`src/rtl/flag_sequencer_pkg.sv`:
```
// Shared types and display constants for the flag display pipeline
// (sync generator, flag sequencer, colour lookup).
package flag_sequencer_pkg;

  localparam int unsigned H_DISPLAY = 640;
  localparam int unsigned V_DISPLAY = 480;

  typedef logic [2:0] flag_id_t;

  typedef enum logic [1:0] {
    ST_IDLE = 2'd0,
    ST_HOLD = 2'd1,
    ST_WIPE = 2'd2
  } state_t;

  // Next flag in the cycle, wrapping from num_flags-1 back to 0.
  function automatic flag_id_t advance_flag(input flag_id_t cur,
                                            input int unsigned num_flags);
    if ((int'(cur) + 1) >= int'(num_flags)) return '0;
    return cur + 3'd1;
  endfunction

endpackage

```
`src/rtl/flag_sequencer_if.sv`:
```
// Sync-generator inputs and pixel/status outputs of the flag sequencer.
interface flag_sequencer_if;
  import flag_sequencer_pkg::*;

  logic       enable;
  logic [9:0] hpos;
  logic [9:0] vpos;
  logic       display_on;

  flag_id_t   flag_sel;
  flag_id_t   pix_flag;
  logic [2:0] stripe_idx;
  logic       pix_valid;
  logic       frame_tick;
  logic       busy;

  modport master (
    output enable, hpos, vpos, display_on,
    input  flag_sel, pix_flag, stripe_idx, pix_valid, frame_tick, busy
  );

  modport slave (
    input  enable, hpos, vpos, display_on,
    output flag_sel, pix_flag, stripe_idx, pix_valid, frame_tick, busy
  );
endinterface

```
`src/rtl/flag_sequencer_stripe_tracker.sv`:
```
// Tracks which horizontal stripe the current line falls in.
module stripe_tracker #(
  parameter int unsigned STRIPE_H = 80
) (
  input  logic       clk,
  input  logic       rst_n,
  input  logic [9:0] hpos,
  input  logic [9:0] vpos,
  output logic [2:0] stripe
);

  localparam logic [8:0] ROW_LAST = 9'(STRIPE_H - 1);

  logic [8:0] row_cnt_q, row_cnt_d;
  logic [2:0] stripe_q, stripe_d;

  // Line-start update: restart at the top of frame, else count rows per stripe.
  always_comb begin
    row_cnt_d = row_cnt_q;
    stripe_d  = stripe_q;
    if (hpos == '0) begin
      if (vpos == '0) begin
        row_cnt_d = '0;
        stripe_d  = '0;
      end else if (row_cnt_q == ROW_LAST) begin
        row_cnt_d = '0;
        stripe_d  = (stripe_q == 3'd7) ? stripe_q : stripe_q + 3'd1;
      end else begin
        row_cnt_d = row_cnt_q + 9'd1;
      end
    end
  end

  // Row and stripe counters.
  always_ff @(posedge clk or negedge rst_n) begin
    if (!rst_n) begin
      row_cnt_q <= '0;
      stripe_q  <= '0;
    end else begin
      row_cnt_q <= row_cnt_d;
      stripe_q  <= stripe_d;
    end
  end

  // The line-start update applies to the pixel at hpos==0 itself.
  assign stripe = stripe_d;

endmodule

```
`src/rtl/flag_sequencer.sv`:
```
// Cycles through flag patterns: holds each for a number of frames, then
// wipes left-to-right to the next one. Emits per-pixel flag/stripe data.
module flag_sequencer
  import flag_sequencer_pkg::*;
#(
  parameter int unsigned NUM_FLAGS   = 6,
  parameter int unsigned HOLD_FRAMES = 180,
  parameter int unsigned WIPE_STEP   = 8,
  parameter int unsigned STRIPE_H    = 80,
  parameter int unsigned H_DISPLAY   = flag_sequencer_pkg::H_DISPLAY,
  parameter int unsigned V_DISPLAY   = flag_sequencer_pkg::V_DISPLAY
) (
  input  logic             clk,
  input  logic             rst_n,
  flag_sequencer_if.slave  bus
);

  localparam logic [9:0]  HOLD_LAST = 10'(HOLD_FRAMES - 1);
  localparam logic [10:0] STEP      = 11'(WIPE_STEP);
  localparam logic [10:0] H_LIMIT   = 11'(H_DISPLAY);
  localparam logic [9:0]  V_TICK    = 10'(V_DISPLAY);

  state_t     state_q, state_d;
  logic [9:0] hold_cnt_q, hold_cnt_d;
  logic [10:0] wipe_pos_q, wipe_pos_d;
  logic [10:0] wipe_sum;
  flag_id_t   flag_sel_q, flag_sel_d;
  flag_id_t   next_sel_q, next_sel_d;
  logic       frame_tick_q, frame_tick_d;
  flag_id_t   pix_flag_q, pix_flag_d;
  logic [2:0] stripe_idx_q, stripe_idx_d;
  logic       pix_valid_q, pix_valid_d;
  logic [2:0] stripe;
  logic       show_wipe;

  stripe_tracker #(.STRIPE_H(STRIPE_H)) u_stripe (
    .clk    (clk),
    .rst_n  (rst_n),
    .hpos   (bus.hpos),
    .vpos   (bus.vpos),
    .stripe (stripe)
  );

  assign frame_tick_d = (bus.hpos == '0) && (bus.vpos == V_TICK);
  assign wipe_sum     = wipe_pos_q + STEP;

  // Sequencing FSM; all transitions happen only on the registered frame tick.
  always_comb begin
    state_d    = state_q;
    hold_cnt_d = hold_cnt_q;
    wipe_pos_d = wipe_pos_q;
    flag_sel_d = flag_sel_q;
    next_sel_d = next_sel_q;
    if (frame_tick_q) begin
      case (state_q)
        ST_IDLE: begin
          if (bus.enable) begin
            // A frozen wipe (non-zero edge) resumes instead of restarting hold.
            if (wipe_pos_q != '0) begin
              state_d = ST_WIPE;
            end else begin
              state_d    = ST_HOLD;
              hold_cnt_d = '0;
            end
          end
        end
        ST_HOLD: begin
          if (!bus.enable) begin
            state_d = ST_IDLE;
          end else if (hold_cnt_q == HOLD_LAST) begin
            next_sel_d = advance_flag(flag_sel_q, NUM_FLAGS);
            wipe_pos_d = '0;
            state_d    = ST_WIPE;
          end else begin
            hold_cnt_d = hold_cnt_q + 10'd1;
          end
        end
        ST_WIPE: begin
          if (!bus.enable) begin
            state_d = ST_IDLE;
          end else if (wipe_sum >= H_LIMIT) begin
            flag_sel_d = next_sel_q;
            wipe_pos_d = '0;
            hold_cnt_d = '0;
            state_d    = ST_HOLD;
          end else begin
            wipe_pos_d = wipe_sum;
          end
        end
        default: state_d = ST_IDLE;
      endcase
    end
  end

  // FSM and sequencing registers.
  always_ff @(posedge clk or negedge rst_n) begin
    if (!rst_n) begin
      state_q      <= ST_IDLE;
      hold_cnt_q   <= '0;
      wipe_pos_q   <= '0;
      flag_sel_q   <= '0;
      next_sel_q   <= '0;
      frame_tick_q <= 1'b0;
    end else begin
      state_q      <= state_d;
      hold_cnt_q   <= hold_cnt_d;
      wipe_pos_q   <= wipe_pos_d;
      flag_sel_q   <= flag_sel_d;
      next_sel_q   <= next_sel_d;
      frame_tick_q <= frame_tick_d;
    end
  end

  // Per-pixel flag choice: left of the wipe edge shows the incoming flag.
  always_comb begin
    show_wipe    = (state_q == ST_WIPE) ||
                   ((state_q == ST_IDLE) && (wipe_pos_q != '0));
    pix_flag_d   = flag_sel_q;
    stripe_idx_d = stripe;
    pix_valid_d  = bus.display_on;
    if (!bus.display_on) begin
      pix_flag_d = '0;
    end else if (show_wipe && ({1'b0, bus.hpos} < wipe_pos_q)) begin
      pix_flag_d = next_sel_q;
    end
  end

  // One-cycle pixel pipeline stage.
  always_ff @(posedge clk or negedge rst_n) begin
    if (!rst_n) begin
      pix_flag_q   <= '0;
      stripe_idx_q <= '0;
      pix_valid_q  <= 1'b0;
    end else begin
      pix_flag_q   <= pix_flag_d;
      stripe_idx_q <= stripe_idx_d;
      pix_valid_q  <= pix_valid_d;
    end
  end

  assign bus.flag_sel   = flag_sel_q;
  assign bus.pix_flag   = pix_flag_q;
  assign bus.stripe_idx = stripe_idx_q;
  assign bus.pix_valid  = pix_valid_q;
  assign bus.frame_tick = frame_tick_q;
  assign bus.busy       = (state_q == ST_WIPE);

endmodule
```
`src/flat_wrapper.sv`:
```
// flat-port wrapper written by rule: the top's interface ports become plain ports
module flag_sequencer_flat import flag_sequencer_pkg::*;
#(
  parameter int unsigned NUM_FLAGS   = 6,
  parameter int unsigned HOLD_FRAMES = 180,
  parameter int unsigned WIPE_STEP   = 8,
  parameter int unsigned STRIPE_H    = 80,
  parameter int unsigned H_DISPLAY   = flag_sequencer_pkg::H_DISPLAY,
  parameter int unsigned V_DISPLAY   = flag_sequencer_pkg::V_DISPLAY
)
  (clk, rst_n, bus_enable, bus_hpos, bus_vpos, bus_display_on, bus_flag_sel, bus_pix_flag, bus_stripe_idx, bus_pix_valid, bus_frame_tick, bus_busy);
  flag_sequencer_if bus_i ();
  input  logic clk;
  input  logic rst_n;
  input wire logic [$bits(bus_i.enable)-1:0] bus_enable;
  input wire logic [$bits(bus_i.hpos)-1:0] bus_hpos;
  input wire logic [$bits(bus_i.vpos)-1:0] bus_vpos;
  input wire logic [$bits(bus_i.display_on)-1:0] bus_display_on;
  output wire logic [$bits(bus_i.flag_sel)-1:0] bus_flag_sel;
  output wire logic [$bits(bus_i.pix_flag)-1:0] bus_pix_flag;
  output wire logic [$bits(bus_i.stripe_idx)-1:0] bus_stripe_idx;
  output wire logic [$bits(bus_i.pix_valid)-1:0] bus_pix_valid;
  output wire logic [$bits(bus_i.frame_tick)-1:0] bus_frame_tick;
  output wire logic [$bits(bus_i.busy)-1:0] bus_busy;
  assign bus_i.enable = bus_enable;
  assign bus_i.hpos = bus_hpos;
  assign bus_i.vpos = bus_vpos;
  assign bus_i.display_on = bus_display_on;
  assign bus_flag_sel = bus_i.flag_sel;
  assign bus_pix_flag = bus_i.pix_flag;
  assign bus_stripe_idx = bus_i.stripe_idx;
  assign bus_pix_valid = bus_i.pix_valid;
  assign bus_frame_tick = bus_i.frame_tick;
  assign bus_busy = bus_i.busy;
  flag_sequencer #(.NUM_FLAGS(NUM_FLAGS), .HOLD_FRAMES(HOLD_FRAMES), .WIPE_STEP(WIPE_STEP), .STRIPE_H(STRIPE_H), .H_DISPLAY(H_DISPLAY), .V_DISPLAY(V_DISPLAY)) u_core (.clk(clk), .rst_n(rst_n), .bus(bus_i));
endmodule
```
`config.mk`:
```
export PLATFORM = sky130hd
export DESIGN_NAME = flag_sequencer_flat
export DESIGN_NICKNAME = d
export VERILOG_FILES = /design/src/rtl/flag_sequencer_pkg.sv /design/src/rtl/flag_sequencer_if.sv /design/src/rtl/flag_sequencer_stripe_tracker.sv /design/src/rtl/flag_sequencer.sv /design/src/flat_wrapper.sv
export SDC_FILE = /design/constraint.sdc
export NUM_CORES = 1
export LEC_CHECK = 0
export CAP_MARGIN = 10
export CORE_ASPECT_RATIO = 0.9
export CORE_UTILIZATION = 45
export DETAILED_ROUTE_END_ITERATION = 16
export PLACE_DENSITY = 0.75
export SLEW_MARGIN = 5
export SYNTH_ARGS = -nofsm -noshare
export SYNTH_HDL_FRONTEND = slang
export SYNTH_SLANG_ARGS = --single-unit
```
`constraint.sdc`:
```
create_clock -name clk -period 6.25 [get_ports clk]
set_input_delay 1.25 -clock clk [delete_from_list [all_inputs] [get_ports clk]]
set_output_delay 1.25 -clock clk [all_outputs]
set_load 0.02 [all_outputs]
```
==> results.json <==
{
  "maxCapViolations": 0,
  "rows": 25,
  "via_count": 2194,
  "netlist_top_cells_area": "dfrtp_1 42%, ha_1 6.8%, o21ai_0 6.6%",
  "power_w": 0.000544,
  "grt_max_degree": 44,
  "clock_latency_ps": 300,
  "post-route-min-period_ps": 3240,
  "cts_tree": "built",
  "post-cts-setup-buffers": 0,
  "grt_pass1_wl_um": 9120,
  "initial_core_util_pct": 48.1,
  "die_h_um": 74.0,
  "synth_area_um2": 2590,
  "yosysWarningCount": 0,
  "pwr-share-clk_pct": 43.1,
  "worstPathMaxFanout": 3,
  "clock_skew_ps": 6.37,
  "antenna_found_initial": 0,
  "cts_buffers": 5,
  "critPathRequiredTime_ps": 6480,
  "relSlewSlack_pct": 36.6,
  "cts_max_level": 2,
  "end_kind": "register",
  "yosysTopAreaCell": "dfrtp_1",
  "core_um2": 5380,
  "setup_violations": 0,
  "switching_share_pct": 21.5,
  "die_area_um2": 6060,
  "slew_violations": 0,
  "ys_ff_latch": 43,
  "post-synth-top-count-cell": "dfrtp_1",
  "n_fill_cell": 493,
  "drc": 0,
  "gp_congestion": 0.831,
  "power_per_cell_area_nw_per_um2": 176,
  "yosysUniqueCellTypes": 53,
  "synth_top_area_share_pct": 41.6,
  "final_nets": 358,
  "io_buffers": 35,
  "antenna_cells": 0,
  "drt-total-wl_um": 5450,
  "antenna_left": 0,
  "ys.flop_type": "dfrtp_1",
  "syn2layout_area_growth_pct": 19.0,
  "io_pins": 36,
  "postSynthAreaPerCell_um2": 9.12,
  "wl_per_cell_um": 14.0,
  "grt_pass1_vias": 2033,
  "p_int_w": 0.000427,
  "worst_slew_pin_slew_ps": 952,
  "vias_per_cell": 5.65,
  "cts_hold_buf": 0,
  "hpwl_um": 4020,
  "post-route-period-util_pct": 51.8,
  "synthArstFlopShare_pct": 100,
  "netlist_top_cells_count": "43 x dfrtp_1, 34 x o21ai_0, 33 x nand2_1",
  "outcome": "finished clean",
  "p_sw_w": 0.000117,
  "combPwrFrac_pct": 5.6,
  "drive_gt1_share_pct": 9.03,
  "cts_buffer_depth": 2,
  "cp.arrival_ps": 3460,
  "fin_setup_tns_ps": 0,
  "p_leak_nw": 1.32,
  "grt_overflow": 0,
  "initialDrtViolationCount": 108,
  "start_kind": "input port",
  "seq_power_share_pct": 51.3,
  "hold_violations": 0,
  "clock-sinks": 43,
  "crit_type": "in2reg",
  "hold_class": "reg2reg",
  "yosysSeqAreaShare_pct": 41.6,
  "grt.total_usage_pct": 19.6,
  "firstDrtPassIters": 4,
  "die_width_um": 82.0,
  "fmaxAchievable_mhz": 309,
  "path_clk_slew_ps": 90,
  "max-vdd-ir-drop_mv": 0.0947,
  "cts-resized-gates": 0,
  "synth-edff-count": 0,
  "mappedNetlistNets": 322,
  "syn-instance-count": 284,
  "rsz0062_at_grt": "false",
  "cts_root_buf": "clkbuf_8"
}
layer usage:
metal	track usage, %	routed length (um)
met5	0	0
met4	7.41	40
met3	3.19	149
met2	32.4	2730
met1	25.9	2530
state kept, by name, summed over array words and instances, names as in the netlist:
signal / count
u_core.bus.pix_flag: 3
u_core.next_sel_q: 3
u_core.u_stripe.row_cnt_q: 9
u_core.bus.frame_tick: 1
u_core.state_q: 2
u_core.bus.stripe_idx: 3
u_core.bus.flag_sel: 3
u_core.wipe_pos_q: 8
u_core.bus.pix_valid: 1
u_core.hold_cnt_q: 10
critical path, stage by stage:
cell and delay, ps:
clkdlybuf4s50_1 430, ha_1 300, o21a_1 200, o21a_1 160, o21ai_0 130, a21oi_1 80, nor4_1 640, mux2i_1 280
stage by stage:
stage               utilization (%)  setup slack, ps  instance area [um^2]  hold WS, ps  cells
floorplan                         -             3410                  2590          465    284
global placement               55.0             2700                  2960          487    380
detailed placement             55.0             2620                  2960          496    380
CTS                            57.3             2940                  3080          512    388
global route                   57.3             2810                  3080          533    388
finish                         57.3             3010                  3080          508    388
kinds of logic after synthesis:
kind of cell	synth area share, %
AOI/OAI and AO/OA	17.7
xor gates and xnor gates	0.338
adders and majority gates	6.77
buffers and inverters	4.59
DFF	41.6
muxes	2.46
and+or+nand+nor	26.5
power by group through the flow:
stage,Clock (W),Combinational (W),Sequential [W]
final,0.000234,0.0000302,0.000279
after global routing,0.000246,0.0000344,0.000279
after CTS,0.000240,0.0000311,0.000279
after detailed placement,0,0.0000310,0.000284
after global placement,0,0.0000301,0.000284
after floorplan,0,0.00000643,0.000285
worst paths after layout:
kind / startpoint / cells past startpoint / endpoint / slack [ps]
min: u_core.hold_cnt_q[5]$_DFFE_PN0P_ / 1 / u_core.hold_cnt_q[5]$_DFFE_PN0P_ / 510
min reg2reg: u_core.hold_cnt_q[5]$_DFFE_PN0P_ / 1 / u_core.hold_cnt_q[5]$_DFFE_PN0P_ / 510
min in group asynchronous: rst_n / 1 / u_core.hold_cnt_q[6]$_DFFE_PN0P_ / 1100
max reg2reg: u_core.hold_cnt_q[3]$_DFFE_PN0P_ / 6 / u_core.hold_cnt_q[4]$_DFFE_PN0P_ / 3660
max in group asynchronous: rst_n / 1 / u_core.bus.pix_valid$_DFF_PN0_ / 4570
max: bus_hpos[3] / 8 / u_core.bus.pix_flag[0]$_DFF_PN0_ / 3010
area by class of cell:
cell class | count | area [um^2] | area share (%)
inverter | 16 | 60.1 | 1.95
tap | 67 | 83.8 | 2.72
sequential | 43 | 1080 | 34.9
multi-input combinational | 219 | 1390 | 45.2
timing repair buffer | 35 | 345 | 11.2
clock buffer | 6 | 82.6 | 2.68
clock inverter | 2 | 38.8 | 1.26
cell usage in the layout, fill, tap and decap left out, drive strengths merged, types with 2 or more instances in the layout:
| cell | instances |
|---|---|
| dfrtp | 43 |
| o21ai | 35 |
| clkdlybuf4s50 | 34 |
| nand2 | 33 |
| nor2 | 24 |
| inv | 17 |
| nand3 | 15 |
| ha | 14 |
| a21oi | 10 |
| nor4 | 9 |
| and3 | 8 |
| nand2b | 7 |
| o31ai | 7 |
| clkbuf | 6 |
| nor3 | 6 |
| or3 | 5 |
| a22o | 5 |
| mux2i | 3 |
| nand4 | 3 |
| a21boi | 3 |
| mux2 | 3 |
| and2b | 3 |
| or4 | 3 |
| a21o | 2 |
| o21a | 2 |
| o41ai | 2 |
| or4b | 2 |
(Power assumes the default switching activity.)
